## src/rtl/bus_arbiter_pkg.sv

```systemverilog
// Shared encodings for the two-master bus arbiter: owner states, master ids,
// and the read-return tag that travels alongside the DRAM read latency.
package bus_arbiter_pkg;

  // Owner state encoding
  localparam logic [1:0] OWN_NONE = 2'd0;
  localparam logic [1:0] OWN_M0   = 2'd1;
  localparam logic [1:0] OWN_M1   = 2'd2;

  // Master identifiers (also used as last_winner values)
  localparam logic MID_M0 = 1'b0;
  localparam logic MID_M1 = 1'b1;

  // Read-return tag: {valid, id}
  localparam int TAG_W = 2;

  typedef struct packed {
    logic valid;
    logic id;
  } rd_tag_t;

  localparam rd_tag_t TAG_IDLE = '{valid: 1'b0, id: 1'b0};

  // Owner state that corresponds to a given master id
  function automatic logic [1:0] owner_of(input logic id);
    return (id == MID_M1) ? OWN_M1 : OWN_M0;
  endfunction

endpackage

```

## src/rtl/bus_arbiter_if.sv

```systemverilog
// Bundle of both master ports plus the bridge-side bus.
// slave  : the arbiter's view (takes requests, drives grants and the bus).
// master : the environment's view (masters issuing beats, bridge returning data).
interface bus_arbiter_if;

  logic        m0_req;
  logic        m0_lock;
  logic [31:0] m0_addr;
  logic [3:0]  m0_we;
  logic [31:0] m0_wdata;
  logic        m0_gnt;
  logic        m0_rvalid;
  logic [31:0] m0_rdata;

  logic        m1_req;
  logic        m1_lock;
  logic [31:0] m1_addr;
  logic [3:0]  m1_we;
  logic [31:0] m1_wdata;
  logic        m1_gnt;
  logic        m1_rvalid;
  logic [31:0] m1_rdata;

  logic [31:0] Bus_addr;
  logic [3:0]  Bus_we;
  logic [31:0] Bus_wdata;
  logic [31:0] Bus_rdata;

  modport slave (
    input  m0_req, m0_lock, m0_addr, m0_we, m0_wdata,
    output m0_gnt, m0_rvalid, m0_rdata,
    input  m1_req, m1_lock, m1_addr, m1_we, m1_wdata,
    output m1_gnt, m1_rvalid, m1_rdata,
    output Bus_addr, Bus_we, Bus_wdata,
    input  Bus_rdata
  );

  modport master (
    output m0_req, m0_lock, m0_addr, m0_we, m0_wdata,
    input  m0_gnt, m0_rvalid, m0_rdata,
    output m1_req, m1_lock, m1_addr, m1_we, m1_wdata,
    input  m1_gnt, m1_rvalid, m1_rdata,
    input  Bus_addr, Bus_we, Bus_wdata,
    output Bus_rdata
  );

endinterface

```

## src/rtl/bus_arbiter_rd_return_pipe.sv

```systemverilog
// Delays the {valid,id} tag of each read beat by the DRAM read latency so the
// returning Bus_rdata can be steered to the master that issued the read.
// RD_LAT=0 is a straight wire for a combinational DRAM.
module rd_return_pipe
  import bus_arbiter_pkg::*;
#(
  parameter int RD_LAT = 1
) (
  input  logic    clk,
  input  logic    rst,
  input  rd_tag_t tag_in,
  output rd_tag_t tag_out
);

  if (RD_LAT == 0) begin : g_bypass
    assign tag_out = tag_in;
  end else begin : g_pipe
    logic [TAG_W-1:0] stage_r [RD_LAT];

    // Shift tags one stage per cycle; reset discards anything in flight
    always_ff @(posedge clk) begin
      if (rst) begin
        for (int i = 0; i < RD_LAT; i++) begin
          stage_r[i] <= TAG_IDLE;
        end
      end else begin
        stage_r[0] <= tag_in;
        for (int i = 1; i < RD_LAT; i++) begin
          stage_r[i] <= stage_r[i-1];
        end
      end
    end

    assign tag_out = rd_tag_t'(stage_r[RD_LAT-1]);
  end

endmodule

```

## src/rtl/bus_arbiter.sv

```systemverilog
// Two-master round-robin arbiter for the shared Bridge/DRAM bus.
// M0 = CPU data port, M1 = DMA/debug loader. The owner keeps the bus while it
// keeps requesting, hands over directly (no bubble) when the other master is
// waiting and it is not locked or has hit MAX_HOLD beats, and read data is
// routed back to the issuing master RD_LAT cycles after its beat.
module bus_arbiter
  import bus_arbiter_pkg::*;
#(
  parameter int RD_LAT   = 1,
  parameter int MAX_HOLD = 8
) (
  input  logic              cpu_clk,
  input  logic              cpu_rst,
  bus_arbiter_if.slave      bus
);

  logic [1:0] owner_r, owner_n;
  logic       last_winner_r, last_winner_n;
  logic [7:0] hold_cnt_r, hold_cnt_n;

  logic       own_id_s;
  logic       own_req_s;
  logic       own_lock_s;
  logic       other_req_s;
  logic [1:0] other_owner_s;
  logic       hold_cap_s;

  rd_tag_t    tag_in_s;
  rd_tag_t    tag_out_s;

  // Current owner's view of the request lines (only meaningful in OWN_M0/OWN_M1)
  assign own_id_s      = (owner_r == OWN_M1) ? MID_M1 : MID_M0;
  assign own_req_s     = (own_id_s == MID_M1) ? bus.m1_req  : bus.m0_req;
  assign own_lock_s    = (own_id_s == MID_M1) ? bus.m1_lock : bus.m0_lock;
  assign other_req_s   = (own_id_s == MID_M1) ? bus.m0_req  : bus.m1_req;
  assign other_owner_s = owner_of(~own_id_s);
  // The current beat would be the MAX_HOLD-th consecutive one against a waiting master
  assign hold_cap_s    = (({1'b0, hold_cnt_r} + 9'd1) == 9'(MAX_HOLD));

  // Owner state register, last winner and hold counter
  always_ff @(posedge cpu_clk) begin
    if (cpu_rst) begin
      owner_r       <= OWN_NONE;
      last_winner_r <= MID_M1;
      hold_cnt_r    <= 8'd0;
    end else begin
      owner_r       <= owner_n;
      last_winner_r <= last_winner_n;
      hold_cnt_r    <= hold_cnt_n;
    end
  end

  // Next owner: arbitration from idle, handover/release after each beat
  always_comb begin
    owner_n       = owner_r;
    last_winner_n = last_winner_r;
    hold_cnt_n    = hold_cnt_r;
    case (owner_r)
      OWN_NONE: begin
        hold_cnt_n = 8'd0;
        if (bus.m0_req && bus.m1_req) begin
          owner_n = (last_winner_r == MID_M0) ? OWN_M1 : OWN_M0;
        end else if (bus.m0_req) begin
          owner_n = OWN_M0;
        end else if (bus.m1_req) begin
          owner_n = OWN_M1;
        end else begin
          owner_n = OWN_NONE;
        end
      end
      OWN_M0, OWN_M1: begin
        if (own_req_s) begin
          // A beat happens this cycle
          if (other_req_s && (!own_lock_s || hold_cap_s)) begin
            owner_n       = other_owner_s;
            last_winner_n = own_id_s;
            hold_cnt_n    = 8'd0;
          end else if (other_req_s) begin
            hold_cnt_n = hold_cnt_r + 8'd1;
          end else begin
            hold_cnt_n = 8'd0;
          end
        end else begin
          // Owner went idle: pass to a waiting master or drop to idle
          owner_n       = other_req_s ? other_owner_s : OWN_NONE;
          last_winner_n = own_id_s;
          hold_cnt_n    = 8'd0;
        end
      end
      default: begin
        owner_n    = OWN_NONE;
        hold_cnt_n = 8'd0;
      end
    endcase
  end

  // Grants, bus mux and read tag launch for the current owner
  always_comb begin
    bus.m0_gnt    = 1'b0;
    bus.m1_gnt    = 1'b0;
    bus.Bus_addr  = 32'h0000_0000;
    bus.Bus_we    = 4'b0000;
    bus.Bus_wdata = 32'h0000_0000;
    tag_in_s      = TAG_IDLE;
    if (!cpu_rst) begin
      case (owner_r)
        OWN_M0: begin
          bus.m0_gnt = bus.m0_req;
          if (bus.m0_req) begin
            bus.Bus_addr   = bus.m0_addr;
            bus.Bus_we     = bus.m0_we;
            bus.Bus_wdata  = bus.m0_wdata;
            tag_in_s.valid = (bus.m0_we == 4'b0000);
            tag_in_s.id    = MID_M0;
          end else begin
            tag_in_s = TAG_IDLE;
          end
        end
        OWN_M1: begin
          bus.m1_gnt = bus.m1_req;
          if (bus.m1_req) begin
            bus.Bus_addr   = bus.m1_addr;
            bus.Bus_we     = bus.m1_we;
            bus.Bus_wdata  = bus.m1_wdata;
            tag_in_s.valid = (bus.m1_we == 4'b0000);
            tag_in_s.id    = MID_M1;
          end else begin
            tag_in_s = TAG_IDLE;
          end
        end
        default: begin
          tag_in_s = TAG_IDLE;
        end
      endcase
    end else begin
      tag_in_s = TAG_IDLE;
    end
  end

  rd_return_pipe #(
    .RD_LAT (RD_LAT)
  ) u_rd_return_pipe (
    .clk     (cpu_clk),
    .rst     (cpu_rst),
    .tag_in  (tag_in_s),
    .tag_out (tag_out_s)
  );

  // Steer returning read data to the master named in the exiting tag
  always_comb begin
    bus.m0_rvalid = 1'b0;
    bus.m0_rdata  = 32'h0000_0000;
    bus.m1_rvalid = 1'b0;
    bus.m1_rdata  = 32'h0000_0000;
    if (!cpu_rst && tag_out_s.valid) begin
      if (tag_out_s.id == MID_M1) begin
        bus.m1_rvalid = 1'b1;
        bus.m1_rdata  = bus.Bus_rdata;
      end else begin
        bus.m0_rvalid = 1'b1;
        bus.m0_rdata  = bus.Bus_rdata;
      end
    end else begin
      bus.m0_rvalid = 1'b0;
    end
  end

endmodule
```

## src/flat_wrapper.sv

```systemverilog
// flat-port wrapper written by rule: the top's interface ports become plain ports
module bus_arbiter_flat import bus_arbiter_pkg::*;
#(
  parameter int RD_LAT   = 1,
  parameter int MAX_HOLD = 8
)
  (cpu_clk, cpu_rst, bus_m0_req, bus_m0_lock, bus_m0_addr, bus_m0_we, bus_m0_wdata, bus_m0_gnt, bus_m0_rvalid, bus_m0_rdata, bus_m1_req, bus_m1_lock, bus_m1_addr, bus_m1_we, bus_m1_wdata, bus_m1_gnt, bus_m1_rvalid, bus_m1_rdata, bus_Bus_addr, bus_Bus_we, bus_Bus_wdata, bus_Bus_rdata);
  bus_arbiter_if bus_i ();
  input  logic cpu_clk;
  input  logic cpu_rst;
  input wire logic [$bits(bus_i.m0_req)-1:0] bus_m0_req;
  input wire logic [$bits(bus_i.m0_lock)-1:0] bus_m0_lock;
  input wire logic [$bits(bus_i.m0_addr)-1:0] bus_m0_addr;
  input wire logic [$bits(bus_i.m0_we)-1:0] bus_m0_we;
  input wire logic [$bits(bus_i.m0_wdata)-1:0] bus_m0_wdata;
  output wire logic [$bits(bus_i.m0_gnt)-1:0] bus_m0_gnt;
  output wire logic [$bits(bus_i.m0_rvalid)-1:0] bus_m0_rvalid;
  output wire logic [$bits(bus_i.m0_rdata)-1:0] bus_m0_rdata;
  input wire logic [$bits(bus_i.m1_req)-1:0] bus_m1_req;
  input wire logic [$bits(bus_i.m1_lock)-1:0] bus_m1_lock;
  input wire logic [$bits(bus_i.m1_addr)-1:0] bus_m1_addr;
  input wire logic [$bits(bus_i.m1_we)-1:0] bus_m1_we;
  input wire logic [$bits(bus_i.m1_wdata)-1:0] bus_m1_wdata;
  output wire logic [$bits(bus_i.m1_gnt)-1:0] bus_m1_gnt;
  output wire logic [$bits(bus_i.m1_rvalid)-1:0] bus_m1_rvalid;
  output wire logic [$bits(bus_i.m1_rdata)-1:0] bus_m1_rdata;
  output wire logic [$bits(bus_i.Bus_addr)-1:0] bus_Bus_addr;
  output wire logic [$bits(bus_i.Bus_we)-1:0] bus_Bus_we;
  output wire logic [$bits(bus_i.Bus_wdata)-1:0] bus_Bus_wdata;
  input wire logic [$bits(bus_i.Bus_rdata)-1:0] bus_Bus_rdata;
  assign bus_i.m0_req = bus_m0_req;
  assign bus_i.m0_lock = bus_m0_lock;
  assign bus_i.m0_addr = bus_m0_addr;
  assign bus_i.m0_we = bus_m0_we;
  assign bus_i.m0_wdata = bus_m0_wdata;
  assign bus_m0_gnt = bus_i.m0_gnt;
  assign bus_m0_rvalid = bus_i.m0_rvalid;
  assign bus_m0_rdata = bus_i.m0_rdata;
  assign bus_i.m1_req = bus_m1_req;
  assign bus_i.m1_lock = bus_m1_lock;
  assign bus_i.m1_addr = bus_m1_addr;
  assign bus_i.m1_we = bus_m1_we;
  assign bus_i.m1_wdata = bus_m1_wdata;
  assign bus_m1_gnt = bus_i.m1_gnt;
  assign bus_m1_rvalid = bus_i.m1_rvalid;
  assign bus_m1_rdata = bus_i.m1_rdata;
  assign bus_Bus_addr = bus_i.Bus_addr;
  assign bus_Bus_we = bus_i.Bus_we;
  assign bus_Bus_wdata = bus_i.Bus_wdata;
  assign bus_i.Bus_rdata = bus_Bus_rdata;
  bus_arbiter #(.RD_LAT(RD_LAT), .MAX_HOLD(MAX_HOLD)) u_core (.cpu_clk(cpu_clk), .cpu_rst(cpu_rst), .bus(bus_i));
endmodule
```

## config.mk

```make
export PLATFORM = sky130hd
export DESIGN_NAME = bus_arbiter_flat
export DESIGN_NICKNAME = d
export VERILOG_FILES = /design/src/rtl/bus_arbiter_pkg.sv /design/src/rtl/bus_arbiter_if.sv /design/src/rtl/bus_arbiter_rd_return_pipe.sv /design/src/rtl/bus_arbiter.sv /design/src/flat_wrapper.sv
export SDC_FILE = /design/constraint.sdc
export NUM_CORES = 1
export LEC_CHECK = 0
export CAP_MARGIN = 20
export CORE_AREA = 8 8 115 117
export CTS_BUF_LIST = sky130_fd_sc_hd__clkbuf_16
export DETAILED_ROUTE_END_ITERATION = 12
export DIE_AREA = 0 0 123 125
export GPL_ROUTABILITY_DRIVEN = 0
export GPL_TIMING_DRIVEN = 0
export PLACE_DENSITY_LB_ADDON = 0.1
export SKIP_LAST_GASP = 1
export SLEW_MARGIN = 10
export SYNTH_ARGS = -nofsm -noshare
export SYNTH_HDL_FRONTEND = slang
export SYNTH_HIERARCHICAL = 1
export SYNTH_SLANG_ARGS = --single-unit
```

## constraint.sdc

```tcl
create_clock -name cpu_clk -period 4.14 [get_ports cpu_clk]
set_input_delay 0.828 -clock cpu_clk [delete_from_list [all_inputs] [get_ports cpu_clk]]
set_output_delay 0.828 -clock cpu_clk [all_outputs]
set_load 0.03 [all_outputs]
```

==> flow_metrics.tcl <==
set metrics [dict create \
    ant_nets 0 \
    cts_tree "built" \
    worstPathArrival_ps 3120 \
    preCtsSetupSlack_ps -140 \
    grt_pass1_vias 3901 \
    synth_area_leaders "a22oi_1 (24%), and2_1 (19%), nor2_1 (14%)" \
    synth_ff_type "dfxtp_1" \
    ys_warn_count 6 \
    crit_path_max_fanout 10 \
    worst_slack_ps 188 \
    start_util_pct 18.6 \
    die_w_um 123 \
    die_h_um 125 \
    max_freq_mhz 253 \
    dieArea_um2 15400 \
    first_pass_iters 4 \
    finalSetupViolations 0 \
    multi_input_area_um2 1760 \
    hold_buffers 0 \
    cts_max_level 1 \
    final.min_clock_period_ps 3950 \
    post-route-drc-count 0 \
    critPathCaptureType "output pin" \
    synth_edf_count 0 \
    ys_seq_elements 13 \
    worstPathRequired_ps 3310 \
    min_path_type "flop to flop" \
    relSlewSlack_pct 67.2 \
    finalHoldViolCount 0 \
    routed_wl_um 14900 \
    rsz0062_at_grt "true" \
    worst_setup_path_start_kind "primary input" \
    synth_nets 513 \
    n_fill_cell 1186 \
    finalInstanceArea_um2 5520 \
    grt_usage_pct 18.1 \
    cap_violations 0 \
    grt_first_pass_wirelength_um 21900 \
    cts.clk_slew.worst_paths_ps 40 \
    synth_area_um2 2160 \
    async_flop_share_pct 0 \
    synth_top_area_cell "a22oi_1" \
    seq_area_um2 260 \
    p_leak_uw 0.00188 \
    dpl_cell_area_um2 5430 \
    syn_area_per_cell_um2 6.49 \
    io_pins 310 \
    core_um2 11600 \
    vias_per_cell 4.54 \
    yosysSeqAreaShare_pct 12.0 \
    max-vdd-ir-drop_uv 119 \
    num_vias 3583 \
    syn_to_final_growth_pct 156 \
    status "finished, final reports clean" \
    synthCells 333 \
    synth.top_cell.area_share_pct 24.3 \
    io_buffers 308 \
    rows 40 \
    period_share_pct 95.4 \
    drt_iter0_markers 105 \
    slew_viol_final 0 \
    timing_worst_setup_path_type "primary input to output pin" \
    tightest_slew_ps 491 \
    layout.nets 824 \
    synth.distinct_cells 38 \
    p_per_area_nw_per_um2 174 \
    postLayoutCoreUtil_pct 47.6 \
    finalClockSkew_ps 1.24 \
    insertion_delay_ps 240 \
    dp.final_hpwl_um 13100 \
    antenna_found_initial 0 \
    grt_overflow_total 0 \
    cts.sinks 13 \
    numCtsBuffers 3 \
    diodes 0 \
    drive_gt1_share_pct 3.27 \
    ctsRootBufferMaster "clkbuf_16" \
    grt_max_degree 11 \
    wire_per_inst_um 18.8 \
    cts_max_path_buffers 2 \
]
## Yosys cell counts (3+ instances only)
| master | number |
|---|---|
| or3_1 | 3 |
| nand2b_1 | 4 |
| clkbuf_1 | 30 |
| nand2_1 | 8 |
| xnor2_1 | 3 |
| ha_1 | 6 |
| a21oi_1 | 4 |
| and2_1 | 66 |
| dfxtp_1 | 13 |
| mux2i_1 | 5 |
| nor2b_1 | 4 |
| a22oi_1 | 70 |
| inv_1 | 5 |
| nand3_1 | 3 |
| xor2_1 | 3 |
| nor2_1 | 79 |
## layout by cell type (no fill, tap or decap), types with 3 or more instances in the layout
master and count:
inv_1 6, nor2b_1 4, nand2_1 8, clkdlybuf4s50_1 308
xnor2_1 3, clkbuf_2 8, mux2i_1 5, a21oi_1 4
ha_1 6, a22oi_1 70, nand3_1 3, buf_2 3
clkbuf_1 20, nand2b_1 4, clkbuf_16 3, xor2_1 3
and2_1 66, or3_1 3, nor2_1 79, dfxtp_1 13
## cell type report
class                      instances  area share (%)
clock inverter                     1          0.0680
inverter                           5           0.340
tap                              147            3.33
timing repair buffer             308            55.8
sequential                        13            4.71
clock buffer                       3            1.36
buffer                            32            2.56
multi-input combinational        281            31.8
## metrics by stage
stage	TNS (ps)	std cells	power, uW	hold WS [ps]
2_1_floorplan	0	333	479	452
3_3_place_gp	-2440	788	775	478
3_5_place_dp	-4270	788	785	487
4_1_cts	-120	792	972	498
5_1_grt	-90.5	790	1030	550
6_report	0	790	963	497
## kinds of logic (layout without fill, tap and decap cells)
group	Yosys count	count (layout)	share of synthesized area, %
and+or+nand+nor	180	180	42.7
muxes	7	7	3.36
adders and majority gates	6	6	3.47
buffers and inverters	39	349	7.24
xor gates and xnor gates	6	6	2.43
DFF	13	13	12.0
AOI/OAI and AO/OA	82	82	28.8
## worst paths after layout
check,cells after the start,endpoint,slack (ps),from
worst max register to register,9,u_core/u_rd_return_pipe/g_pipe.stage_r[0][1]$_SDFF_PP0_,1830,u_core/owner_r[0]$_SDFFE_PP0P_
worst min-delay path,1,u_core/hold_cnt_r[0]$_SDFF_PP0_,500,u_core/hold_cnt_r[0]$_SDFF_PP0_
worst min register to register,1,u_core/hold_cnt_r[0]$_SDFF_PP0_,500,u_core/hold_cnt_r[0]$_SDFF_PP0_
worst max-delay path,6,bus_m1_rdata[8],190,cpu_rst
## power breakdown
group | internal, uW | switching (uW)
sequential | 137 | 10.5
combinational | 310 | 327
clock | 127 | 51.4
## registers in the layout (all words and copies together), names as in the netlist
| signal | flops |
|---|---|
| u_core/last_winner_r | 1 |
| u_core/owner_r | 2 |
| u_core/u_rd_return_pipe/g_pipe.stage_r | 2 |
| u_core/hold_cnt_r | 8 |
## repair_timing
item,CTS,global route
setup endpoints to repair,64,73
resized for setup,5,11
setup buffers,0,0
## worst max-delay path: stages
cell and delay (ps):
clkdlybuf4s50_1 450, clkbuf_1 260, and3b_1 380, clkbuf_1 330
and2_1 180, clkdlybuf4s50_1 690
## layer usage
metal  track usage [%]  wire length, um  vias up
met5                 0                0        -
met1              15.8             4870     1614
met4              3.90              220        0
met2              36.6             8110      175
li1                  -                -     1782
met3              7.56             1680       12
Power figures use the tool's default switching activity.
